--- src/rtl/idma_irq_coal_pkg.sv ---
// Shared definitions for the iDMA completion-interrupt coalescer: register map,
// CTRL/STATUS field positions, FSM state encoding and regbus payload types.
package idma_irq_coal_pkg;

    localparam int unsigned RegAddrWidth = 32;
    localparam int unsigned RegDataWidth = 64;
    localparam int unsigned RegStrbWidth = RegDataWidth / 8;

    localparam logic [RegAddrWidth-1:0] RegOffCtrl    = 32'h0000_0000;
    localparam logic [RegAddrWidth-1:0] RegOffTimeout = 32'h0000_0008;
    localparam logic [RegAddrWidth-1:0] RegOffStatus  = 32'h0000_0010;
    localparam logic [RegAddrWidth-1:0] RegOffAck     = 32'h0000_0018;

    localparam int unsigned CtrlEnBit        = 0;
    localparam int unsigned CtrlIdleFlushBit = 1;
    localparam int unsigned CtrlThreshLsb    = 8;

    localparam int unsigned StatusStateLsb = 29;
    localparam int unsigned StatusIrqBit   = 31;

    typedef enum logic [1:0] {
        IDLE  = 2'd0,
        ACCUM = 2'd1,
        FIRE  = 2'd2
    } coal_state_e;

    typedef struct packed {
        logic [RegAddrWidth-1:0] addr;
        logic                    write;
        logic [RegDataWidth-1:0] wdata;
        logic [RegStrbWidth-1:0] wstrb;
        logic                    valid;
    } coal_reg_req_t;

    typedef struct packed {
        logic [RegDataWidth-1:0] rdata;
        logic                    error;
        logic                    ready;
    } coal_reg_rsp_t;

    // Byte-lane merge of a 32-bit register write.
    function automatic logic [31:0] apply_wstrb(input logic [31:0] old_val,
                                                input logic [31:0] wdata,
                                                input logic [3:0]  strb);
        logic [31:0] res;
        res = old_val;
        for (int b = 0; b < 4; b++) begin
            if (strb[b]) res[8*b +: 8] = wdata[8*b +: 8];
        end
        return res;
    endfunction

endpackage

--- src/rtl/idma_irq_coal_regs.sv ---
// Regbus slave of the interrupt coalescer: address decode, CTRL/TIMEOUT storage,
// STATUS readback and the single-cycle ACK strobe.
module idma_irq_coal_regs
    import idma_irq_coal_pkg::*;
#(
    parameter int unsigned CntWidth   = 8,
    parameter int unsigned TimerWidth = 24,
    parameter type         reg_req_t  = coal_reg_req_t,
    parameter type         reg_rsp_t  = coal_reg_rsp_t
) (
    input  logic                  clk_i,
    input  logic                  rst_i,
    input  reg_req_t              reg_req_i,
    output reg_rsp_t              reg_rsp_o,
    input  logic [CntWidth-1:0]   count_i,
    input  coal_state_e           state_i,
    input  logic                  irq_i,
    output logic                  en_o,
    output logic                  idle_flush_o,
    output logic [CntWidth-1:0]   thresh_o,
    output logic [TimerWidth-1:0] timeout_o,
    output logic                  ack_o
);

    logic                  en_q, en_d;
    logic                  flush_q, flush_d;
    logic [CntWidth-1:0]   thresh_q, thresh_d;
    logic [TimerWidth-1:0] timeout_q, timeout_d;

    logic        sel_ctrl, sel_timeout, sel_status, sel_ack, mapped, wr_en;
    logic [31:0] ctrl_rd, timeout_rd, status_rd, rd_word;
    logic [31:0] ctrl_wr, timeout_wr;
    logic        unused_bits;

    assign sel_ctrl    = (reg_req_i.addr == RegOffCtrl);
    assign sel_timeout = (reg_req_i.addr == RegOffTimeout);
    assign sel_status  = (reg_req_i.addr == RegOffStatus);
    assign sel_ack     = (reg_req_i.addr == RegOffAck);
    assign mapped      = sel_ctrl | sel_timeout | sel_status | sel_ack;
    assign wr_en       = reg_req_i.valid & reg_req_i.write;

    // Readback words; unused bits read as zero.
    always_comb begin
        ctrl_rd                              = '0;
        ctrl_rd[CtrlEnBit]                   = en_q;
        ctrl_rd[CtrlIdleFlushBit]            = flush_q;
        ctrl_rd[CtrlThreshLsb +: CntWidth]   = thresh_q;
        timeout_rd                           = '0;
        timeout_rd[TimerWidth-1:0]           = timeout_q;
        status_rd                            = '0;
        status_rd[CntWidth-1:0]              = count_i;
        status_rd[StatusStateLsb +: 2]       = state_i;
        status_rd[StatusIrqBit]              = irq_i;
    end

    always_comb begin
        rd_word = '0;
        if (sel_ctrl)         rd_word = ctrl_rd;
        else if (sel_timeout) rd_word = timeout_rd;
        else if (sel_status)  rd_word = status_rd;
    end

    assign ctrl_wr    = apply_wstrb(ctrl_rd, reg_req_i.wdata[31:0], reg_req_i.wstrb[3:0]);
    assign timeout_wr = apply_wstrb(timeout_rd, reg_req_i.wdata[31:0], reg_req_i.wstrb[3:0]);

    always_comb begin
        en_d      = en_q;
        flush_d   = flush_q;
        thresh_d  = thresh_q;
        timeout_d = timeout_q;
        if (wr_en && sel_ctrl) begin
            en_d     = ctrl_wr[CtrlEnBit];
            flush_d  = ctrl_wr[CtrlIdleFlushBit];
            thresh_d = ctrl_wr[CtrlThreshLsb +: CntWidth];
        end
        if (wr_en && sel_timeout) begin
            timeout_d = timeout_wr[TimerWidth-1:0];
        end
    end

    always_ff @(posedge clk_i) begin
        if (rst_i) begin
            en_q      <= 1'b0;
            flush_q   <= 1'b0;
            thresh_q  <= '0;
            timeout_q <= '0;
        end else begin
            en_q      <= en_d;
            flush_q   <= flush_d;
            thresh_q  <= thresh_d;
            timeout_q <= timeout_d;
        end
    end

    // Response is single-cycle: ready follows valid combinationally.
    always_comb begin
        reg_rsp_o       = '0;
        reg_rsp_o.ready = reg_req_i.valid;
        reg_rsp_o.error = reg_req_i.valid & ~mapped;
        if (reg_req_i.valid) reg_rsp_o.rdata[31:0] = rd_word;
    end

    assign ack_o        = wr_en & sel_ack & reg_req_i.wstrb[0] & reg_req_i.wdata[0];
    assign en_o         = en_q;
    assign idle_flush_o = flush_q;
    assign thresh_o     = thresh_q;
    assign timeout_o    = timeout_q;

    assign unused_bits = ^{reg_req_i.wdata, reg_req_i.wstrb, ctrl_wr, timeout_wr};

endmodule

--- src/rtl/idma_irq_coalescer.sv ---
// Coalesces per-descriptor iDMA completion pulses into one level interrupt,
// fired on count threshold, timeout, or idle flush; bypassed when EN=0.
module idma_irq_coalescer
    import idma_irq_coal_pkg::*;
#(
    parameter int unsigned CntWidth   = 8,
    parameter int unsigned TimerWidth = 24,
    parameter type         reg_req_t  = coal_reg_req_t,
    parameter type         reg_rsp_t  = coal_reg_rsp_t
) (
    input  logic     clk_i,
    input  logic     rst_i,
    input  logic     done_i,
    input  logic     busy_i,
    input  reg_req_t reg_req_i,
    output reg_rsp_t reg_rsp_o,
    output logic     irq_o
);

    localparam int unsigned           TimerCmpWidth = TimerWidth + 1;
    localparam logic [CntWidth-1:0]   CntMax        = '1;
    localparam logic [TimerWidth-1:0] TimerMax      = '1;

    logic                  en, idle_flush, ack;
    logic [CntWidth-1:0]   thresh;
    logic [TimerWidth-1:0] timeout;

    coal_state_e           state_q, state_d;
    logic [CntWidth-1:0]   count_q, count_d;
    logic [TimerWidth-1:0] timer_q, timer_d;
    logic                  busy_q;
    logic                  irq_q, irq_d;

    logic [CntWidth-1:0] thresh_eff, count_inc, count_acc;
    logic                thresh_hit, timeout_hit, flush_hit;

    idma_irq_coal_regs #(
        .CntWidth   (CntWidth),
        .TimerWidth (TimerWidth),
        .reg_req_t  (reg_req_t),
        .reg_rsp_t  (reg_rsp_t)
    ) i_regs (
        .clk_i        (clk_i),
        .rst_i        (rst_i),
        .reg_req_i    (reg_req_i),
        .reg_rsp_o    (reg_rsp_o),
        .count_i      (count_q),
        .state_i      (state_q),
        .irq_i        (irq_q),
        .en_o         (en),
        .idle_flush_o (idle_flush),
        .thresh_o     (thresh),
        .timeout_o    (timeout),
        .ack_o        (ack)
    );

    // Firing conditions look at the count including this cycle's completion.
    assign thresh_eff  = (thresh == '0) ? CntWidth'(1) : thresh;
    assign count_inc   = (count_q == CntMax) ? count_q : count_q + CntWidth'(1);
    assign count_acc   = done_i ? count_inc : count_q;
    assign thresh_hit  = (count_acc >= thresh_eff);
    // Timer is 0 in the cycle after the first completion, which itself counts as cycle 1.
    assign timeout_hit = (timeout != '0) &&
                         ((TimerCmpWidth'(timer_q) + TimerCmpWidth'(2)) >= TimerCmpWidth'(timeout));
    assign flush_hit   = idle_flush & busy_q & ~busy_i;

    always_comb begin
        state_d = state_q;
        count_d = count_q;
        timer_d = timer_q;
        if (!en) begin
            state_d = IDLE;
            count_d = '0;
            timer_d = '0;
        end else begin
            unique case (state_q)
                IDLE: begin
                    if (done_i) begin
                        count_d = CntWidth'(1);
                        timer_d = '0;
                        state_d = (thresh_hit || (timeout == TimerWidth'(1))) ? FIRE : ACCUM;
                    end
                end
                ACCUM: begin
                    count_d = count_acc;
                    timer_d = (timer_q == TimerMax) ? timer_q : timer_q + TimerWidth'(1);
                    if (thresh_hit || timeout_hit || flush_hit) state_d = FIRE;
                end
                FIRE: begin
                    count_d = count_acc;
                end
                default: begin
                    state_d = IDLE;
                    count_d = '0;
                    timer_d = '0;
                end
            endcase
            // ACK beats any firing in the same cycle; a racing completion starts a new batch.
            if (ack && (state_d == FIRE)) begin
                state_d = done_i ? ACCUM : IDLE;
                count_d = done_i ? CntWidth'(1) : '0;
                timer_d = '0;
            end
        end
    end

    assign irq_d = en ? (state_d == FIRE) : done_i;

    always_ff @(posedge clk_i) begin
        if (rst_i) begin
            state_q <= IDLE;
            count_q <= '0;
            timer_q <= '0;
            busy_q  <= 1'b0;
            irq_q   <= 1'b0;
        end else begin
            state_q <= state_d;
            count_q <= count_d;
            timer_q <= timer_d;
            busy_q  <= busy_i;
            irq_q   <= irq_d;
        end
    end

    assign irq_o = irq_q;

endmodule

--- config.mk ---
export PLATFORM = sky130hd
export DESIGN_NAME = idma_irq_coalescer
export DESIGN_NICKNAME = d
export VERILOG_FILES = /design/src/rtl/idma_irq_coal_pkg.sv /design/src/rtl/idma_irq_coal_regs.sv /design/src/rtl/idma_irq_coalescer.sv
export SDC_FILE = /design/constraint.sdc
export NUM_CORES = 1
export LEC_CHECK = 0
export BUFFER_PORTS_ARGS = -buffer_cell sky130_fd_sc_hd__buf_4
export CAP_MARGIN = 20
export CORE_MARGIN = 8
export CORE_UTILIZATION = 35
export DETAILED_ROUTE_END_ITERATION = 10
export PLACE_DENSITY_LB_ADDON = 0.2
export SYNTH_ARGS = -nofsm -noshare
export SYNTH_HDL_FRONTEND = slang
export SYNTH_SLANG_ARGS = --single-unit
--- constraint.sdc ---
create_clock -name clk_i -period 4.49 [get_ports clk_i]
set_clock_uncertainty 0.2 [all_clocks]
set_input_delay 1.347 -clock clk_i [delete_from_list [all_inputs] [get_ports clk_i]]
set_output_delay 1.347 -clock clk_i [all_outputs]
set_load 0.005 [all_outputs]
==> summary.md, run 1 <==
| Metric | Value |
|---|---|
| Clk pwr share | `0.506` |
| Pin count of the biggest net entering global routing | `39` |
| Fillers | `about 1500` |
| Setup Viol. Count Final | `0` |
| Fin. max-slew vios | `0` |
| Final Hold Violating Endpoints | `0` |
| Worst reg-to-reg path cell count | `16` |
| Crit path kind | `input port to primary output` |
| Hold Buf Count CTS | `0` |
| CTS tree | `done` |
| GRT Resource Usage Total | `0.158` |
| Gpl congestion | `~0.86` |
| Hold crit path type | `flop to flop` |
| Design Area, Final | `approximately 6600 um^2` |
| Logic pwr share | `0.067` |
| Nets | `between 900 and 1000` |
| Clock Latency Late Sink | `about 0.35 ns` |
| Setup tns final | `0 ns` |
| Worst slew pin tran | `~0.83 ns` |
| Dpl hpwl | `about 13000 um` |
| Max cap viols | `0` |
| HP Start | `i_regs.thresh_o[1]$_SDFFE_PP0P_` |
| Synth top area cells | `dfxtp_1, ha_1, mux2i_1` |
| Final period util | `0.963` |
| Post-synthesis register bit count | `70` |
| CTS Buffer Depth | `2` |
| Starting Density | `0.354` |
| Synthesized area | `roughly 5300 um^2` |
| Reg2Reg Setup Slack | `approximately 0.45 ns` |
| Placed Instances | `932` |
| Vias | `between 4000 and 5000` |
| Final min period | `4.32 ns` |
| Synth Area per Inst | `8.16 um^2` |
| CTS buffer count | `9` |
| Total die area | `approximately 20000 um^2` |
| Pre-Repair DR Iteration Count | `4` |
| Htree depth | `3` |
| Vias in the first global route | `between 4000 and 5000` |
| Max Freq | `231 MHz` |
| Drt wl/cell | `~16 um` |
| Clk slew on worst S/H paths | `roughly 0.06 ns` |
| Top cell type's share of synthesized area | `0.263` |
| Status | `finished, final reports clean` |
| Initial antenna violation count | `0` |
| Main synth FF type | `dfxtp_1` |
| Hold Slack | `~0.34 ns` |
| Rel. slew slack | `0.446` |
| IO Port Bufs | `94` |
| Yosys top cell by area | `dfxtp_1` |
| CP max stage cell | `nor4_2` |
| Leading cell types by count after synthesis | `nor2_1, dfxtp_1, nand2_1, mux2i_1, ha_1` |
| Drt total wl | `about 16000 um` |
| Power Dens Cells | `approximately 220 nW/um^2` |
| Place WS | `-0.218 ns` |
| Area delta synth->final | `24.0%` |
| Net Sw Frac | `0.240` |
| Wire length of the first global-routing pass | `roughly 25000 um` |
| Worst setup SP type | `input port` |
| Drt drc | `0` |
| Seq pwr share | `0.427` |
| Hold endpoint | `i_regs.thresh_o[1]$_SDFFE_PP0P_` |
| Clock Sink Count | `70` |
| Layout Cells excl Fill | `around 950` |
| Cells after Synth | `between 600 and 700` |
| Distinct cells, synth | `between 60 and 70` |
| Die outline width | `between 100 and 150 um` |
| Post-layout util | `0.440` |
| Root Driver | `clkbuf_16` |
| Post-synth ARST share | `0` |
| Grt ovf | `0` |
| Routed Antenna Nets | `0` |
| DR vias/cell | `roughly 5.0` |
| Layout cell share with drive strength beyond 1 | `0.252` |
| Peak VDD IR | `around 0.00021 V` |
| Internal power of the cells | `around 1.1 mW` |
| Worst path cell trace | `buf_4, nor4_2, and4_1, nand3_2, nor3b_2, buf_4, and2_1, buf_4` |
| Die Ht | `between 100 and 150 um` |
| Diode count | `0` |
| Count leader, synth | `nor2_1` |
| DP Area | `between 6000 and 7000 um^2` |
| Final Worst Setup Slack | `roughly 0.17 ns` |
| Crit Path Max Fanout | `9` |
| Crit path DAT | `approximately 2.8 ns` |
| Final Power | `about 1.5 mW` |
| Worst path required time | `2.94 ns` |
| Critical Path End Type | `primary output` |
| Sequential-to-total area share from yosys stat | `0.263` |
| Leak | `roughly 2.7 nW` |
| Sw Pwr | `0.350 mW` |
| Hold Crit Depth | `2` |
| Most frequent CP cell | `buf_4` |
| Starting DRT DRC Count | `235` |
| CP max stage delay | `about 0.27 ns` |
| R2r startpoint | `timer_q[1]$_SDFFE_PP0P_` |
| CORE AREA | `15000 um^2` |
| EDFF count, synth | `0` |
| I/O pin count | `around 180` |
| Site row count | `45` |
| Synth warnings | `0` |
| RR Endpoint | `count_q[0]$_SDFFE_PP0P_` |
-- cells by family (layout without fill, tap and decap cells) --
group,count (synthesis),count (layout),share of synthesized area
DFF,70,70,0.263
AOI/OAI and AO/OA,64,64,0.0883
and+or+nand+nor,279,279,0.282
xor gates and xnor gates,49,49,0.0805
other,1,37,0.000704
buffers and inverters,105,179,0.107
muxes,46,46,0.0866
adders and majority gates,39,39,0.0916
-- state kept, by name, summed over array words and instances, names as in the netlist --
register	flops
i_regs.thresh_o	8
i_regs.en_o	1
i_regs.idle_flush_o	1
timer_q	24
i_regs.timeout_o	24
irq_o	1
state_q	2
busy_q	1
count_q	8
-- area by class of cell --
cell class | count | area, um^2 | share of cell area
Inverter | 37 | 139 | 0.0210
Tap cell | 188 | 235 | 0.0356
Clock buffer | 9 | 225 | 0.0341
Sequential cell | 70 | 1400 | 0.212
Clock inverter | 7 | 81.3 | 0.0123
Multi-Input combinational cell | 514 | 3550 | 0.537
Timing Repair Buffer | 126 | 975 | 0.147
-- power by group through the flow --
stage / Combinational, mW / Clock (mW) / Sequential, mW
2_1_floorplan: 0.0609 / 0 / 0.636
3_3_place_gp: 0.0945 / 0 / 0.636
3_5_place_dp: 0.0956 / 0 / 0.636
4_1_cts: 0.0959 / 0.756 / 0.622
5_1_grt: 0.108 / 0.783 / 0.622
6_report: 0.0982 / 0.738 / 0.622
-- how the worst max path moves through the flow --
stage / startpoint / endpoint / cells after the start
4_1_cts: reg_req_i[100] / reg_rsp_o[11] / 7
5_1_grt: reg_req_i[81] / reg_rsp_o[25] / 8
6_report: reg_req_i[81] / reg_rsp_o[25] / 8
2_1_floorplan: done_i / count_q[2]$_SDFFE_PP0P_ / 14
3_5_place_dp: done_i / count_q[5]$_SDFFE_PP0P_ / 14
3_3_place_gp: done_i / count_q[5]$_SDFFE_PP0P_ / 14
-- repair_timing --
action / in CTS / in global routing
resized for setup: 0 / 13
endpoints found under the setup margin: 0 / 48
buffers inserted: 0 / 3
-- worst max-delay path, delay by kind of cell --
kind                   cells  cell delay [ns]
AND/OR/NAND/NOR            5             1.01
buffers and inverters      3             0.41
-- layer usage --
metal,GRT usage,part of all wire,wire length [um]
met5,0,0,0
met4,0.0578,0.018,275
met3,0.0540,0.077,1200
met2,0.240,0.43,6730
met1,0.204,0.47,7340
-- cells in the final DEF (no fill, tap or decap), types with 4 or more instances in the layout --
cell type,n
a21oi_1,17
a22oi_1,10
and2_1,9
buf_4,123
clkbuf_16,9
conb_1,37
dfxtp_1,70
ha_1,39
inv_1,37
mux2i_1,45
nand2_1,49
nand2b_1,6
nand3_1,15
nand4_1,12
nor2_1,87
nor2b_1,6
nor3_1,21
nor3_2,20
nor3b_1,4
nor4_1,19
o21ai_0,6
xnor2_1,29
xor2_1,20
Power figures use the tool's default switching activity.
==> inputs of run 2 (changes only) <==
Settings changed: BUFFER_PORTS_ARGS -buffer_cell sky130_fd_sc_hd__buf_4 to -buffer_cell sky130_fd_sc_hd__buf_2, SLEW_MARGIN set to 20.
==> run 2 against run 1 <==
Compared with the run above: clock power down 2%; routed wire length up 1.6%; design area down 2.7%; global-route usage up 0.11 points; highest routed layer unchanged; maximum frequency down 1.2%; core utilization down 1.2 points; final cell count up 0.11%; via count up 2.6%; critical path type is now input port to flop; non-clock buffer count up 1; register-to-register slack worse by 0.16 ns.
==> summary.md, run 2 (synthesized netlist as in run 1, its figures left out) <==
| Metric | Value |
|---|---|
| Status | `finished, final reports clean (unchanged)` |
| Rel. slew slack | `0.482 (was 0.446)` |
| Vias | `4916 (was 4790)` |
| Gpl congestion | `0.884 (was 0.860)` |
| Final period util | `0.974 (was 0.963)` |
| Area delta synth->final | `20.6% (was 24.0%)` |
| Site row count | `45 (unchanged)` |
| Clock Sink Count | `70 (unchanged)` |
| Drt drc | `0 (unchanged)` |
| Nets | `908 (was 907)` |
| Crit path DAT | `4.39 ns (was 2.78 ns)` |
| Final Worst Setup Slack | `0.116 ns (was 0.167 ns)` |
| Drt total wl | `15800 um (was 15500 um)` |
| CTS buffer count | `9 (unchanged)` |
| Worst path required time | `4.50 ns (was 2.94 ns)` |
| Final min period | `4.37 ns (was 4.32 ns)` |
| Max Freq | `229 MHz (was 231 MHz)` |
| Htree depth | `3 (unchanged)` |
| Setup Viol. Count Final | `0 (unchanged)` |
| Setup tns final | `0 ns (unchanged)` |
| Starting Density | `0.354 (unchanged)` |
| Hold Crit Depth | `2 (unchanged)` |
| CTS Buffer Depth | `2 (unchanged)` |
| Grt ovf | `0 (unchanged)` |
| Worst setup SP type | `input port (unchanged)` |
| Vias in the first global route | `4875 (was 4643)` |
| Worst path cell trace | `buf_2, o31a_1, nand4_1, nor2_1, xor2_1, ha_1, and3_4, o2111ai_2, o211ai_1, buf_4, nor4b_4, or4_4, a211oi_4, buf_6, clkbuf_16, nor3_1 (was buf_4, nor4_2, and4_1, nand3_2, nor3b_2, buf_4, and2_1, buf_4)` |
| I/O pin count | `177 (unchanged)` |
| RSZ-0062 raised after global routing | `true` |
| Total die area | `19400 um^2 (unchanged)` |
| Starting DRT DRC Count | `303 (was 235)` |
| Die Ht | `139 um (unchanged)` |
| Max cap viols | `0 (unchanged)` |
| Pin count of the biggest net entering global routing | `39 (unchanged)` |
| CTS tree | `done (unchanged)` |
| Root Driver | `clkbuf_16 (unchanged)` |
| Clock Latency Late Sink | `0.35 ns (about the same)` |
| Place WS | `-0.166 ns (was -0.218 ns)` |
| Drt wl/cell | `16.6 um (was 16.3 um)` |
| CORE AREA | `15000 um^2 (unchanged)` |
| Power Dens Cells | `223 nW/um^2 (was 221 nW/um^2)` |
| Dpl hpwl | `12600 um (about the same)` |
| Crit Path Max Fanout | `11 (was 9)` |
| Worst reg-to-reg path cell count | `15 (was 16)` |
| Fillers | `1540 (was 1547)` |
| CP max stage cell | `or4_4 (was nor4_2)` |
| DR vias/cell | `5.16 (was 5.04)` |
| Critical Path End Type | `flop (was primary output)` |
| Worst slew pin tran | `0.775 ns (was 0.829 ns)` |
| Initial antenna violation count | `0 (unchanged)` |
| Final Hold Violating Endpoints | `0 (unchanged)` |
| Die outline width | `139 um (unchanged)` |
| Leak | `2.66 nW (was 2.70 nW)` |
| Clk slew on worst S/H paths | `0.06 ns (about the same)` |
| CP max stage delay | `0.51 ns (was 0.27 ns)` |
| Diode count | `0 (unchanged)` |
| Crit path kind | `input port to flop (was input port to primary output)` |
| Commonest non-fill, non-tap cell in the layout | `buf_2 (was buf_4)` |
| Peak VDD IR | `0.000178 V (was 0.000213 V)` |
| Hold Slack | `0.322 ns (was 0.338 ns)` |
| Pre-Repair DR Iteration Count | `5 (was 4)` |
| Hold crit path type | `flop to flop (unchanged)` |
| Layout cell share with drive strength beyond 1 | `0.254 (was 0.252)` |
| Fin. max-slew vios | `0 (unchanged)` |
| GRT Resource Usage Total | `0.159 (was 0.158)` |
| Routed Antenna Nets | `0 (unchanged)` |
| Most frequent cells in the layout | `buf_2, nor2_1, dfxtp_1 (was buf_4, nor2_1, dfxtp_1)` |
| IO Port Bufs | `94 (unchanged)` |
| Wire length of the first global-routing pass | `25000 um (was 24900 um)` |
-- run 2: changes by cell type in the layout (fill, tap and decap cells not counted), sizes merged --
cell,before,now
clkbuf,9,14
inv,39,37
clkinv,3,2
clkinvlp,1,0
-- run 2: timing repair --
action,CTS,global route
resized for setup,0,22
setup buffers,0,3
hold buffers,0,0
setup endpoints to repair,0,49
endpoints found under the hold margin,0,0
-- run 2: path summary, 6_finish.rpt --
kind,endpoint,start,slack [ns]
setup / recovery,timer_q[12]$_SDFFE_PP0P_,done_i,0.12
hold / removal,i_regs.thresh_o[3]$_SDFFE_PP0P_,i_regs.thresh_o[3]$_SDFFE_PP0P_,0.32
setup reg to reg,irq_o$_SDFF_PP0_,timer_q[1]$_SDFFE_PP0P_,0.29
hold reg to reg,i_regs.thresh_o[3]$_SDFFE_PP0P_,i_regs.thresh_o[3]$_SDFFE_PP0P_,0.32
-- run 2: per-layer routing --
metal  vias to the layer above  wire length [um]  track usage
met5                         -                 0            0
li1                       2403                 -            -
met2                       190              6810        0.245
met1                      2305              7330        0.206
met4                         0               299       0.0607
met3                        18              1350       0.0475
-- run 2: cell type report --
cell class                      count  area, um^2  share of cell area
Tap cell                          188         235              0.0366
Timing Repair Buffer              127         759               0.118
Multi-Input combinational cell    514        3600               0.560
Clock buffer                       13         250              0.0389
Inverter                           37         139              0.0216
Sequential cell                    70        1400               0.218
Clock inverter                      3        43.8             0.00681
-- run 2: stage by stage --
stage	instances	power, mW	utilization	cell area [um^2]
floorplan	689	0.697	-	5460
global placement	932	0.716	0.397	5970
detailed placement	932	0.718	0.397	5970
CTS	948	1.44	0.417	6260
global route	952	1.49	0.428	6430
finish	952	1.44	0.428	6430
-- run 2: power by group --
group	switching [mW]	internal (mW)	total [mW]
Combinational	0.0494	0.0377	0.0871
Sequential	0.000441	0.622	0.623
Clock	0.280	0.446	0.726
Total	0.330	1.11	1.44
-- run 2: critical path, delay by kind of cell --
family | cells | cell delay [ns]
fa+ha+maj | 1 | 0.28
buf+inv | 4 | 0.68
simple gates | 6 | 1.13
xor+xnor | 1 | 0.11
compound gates | 4 | 0.83
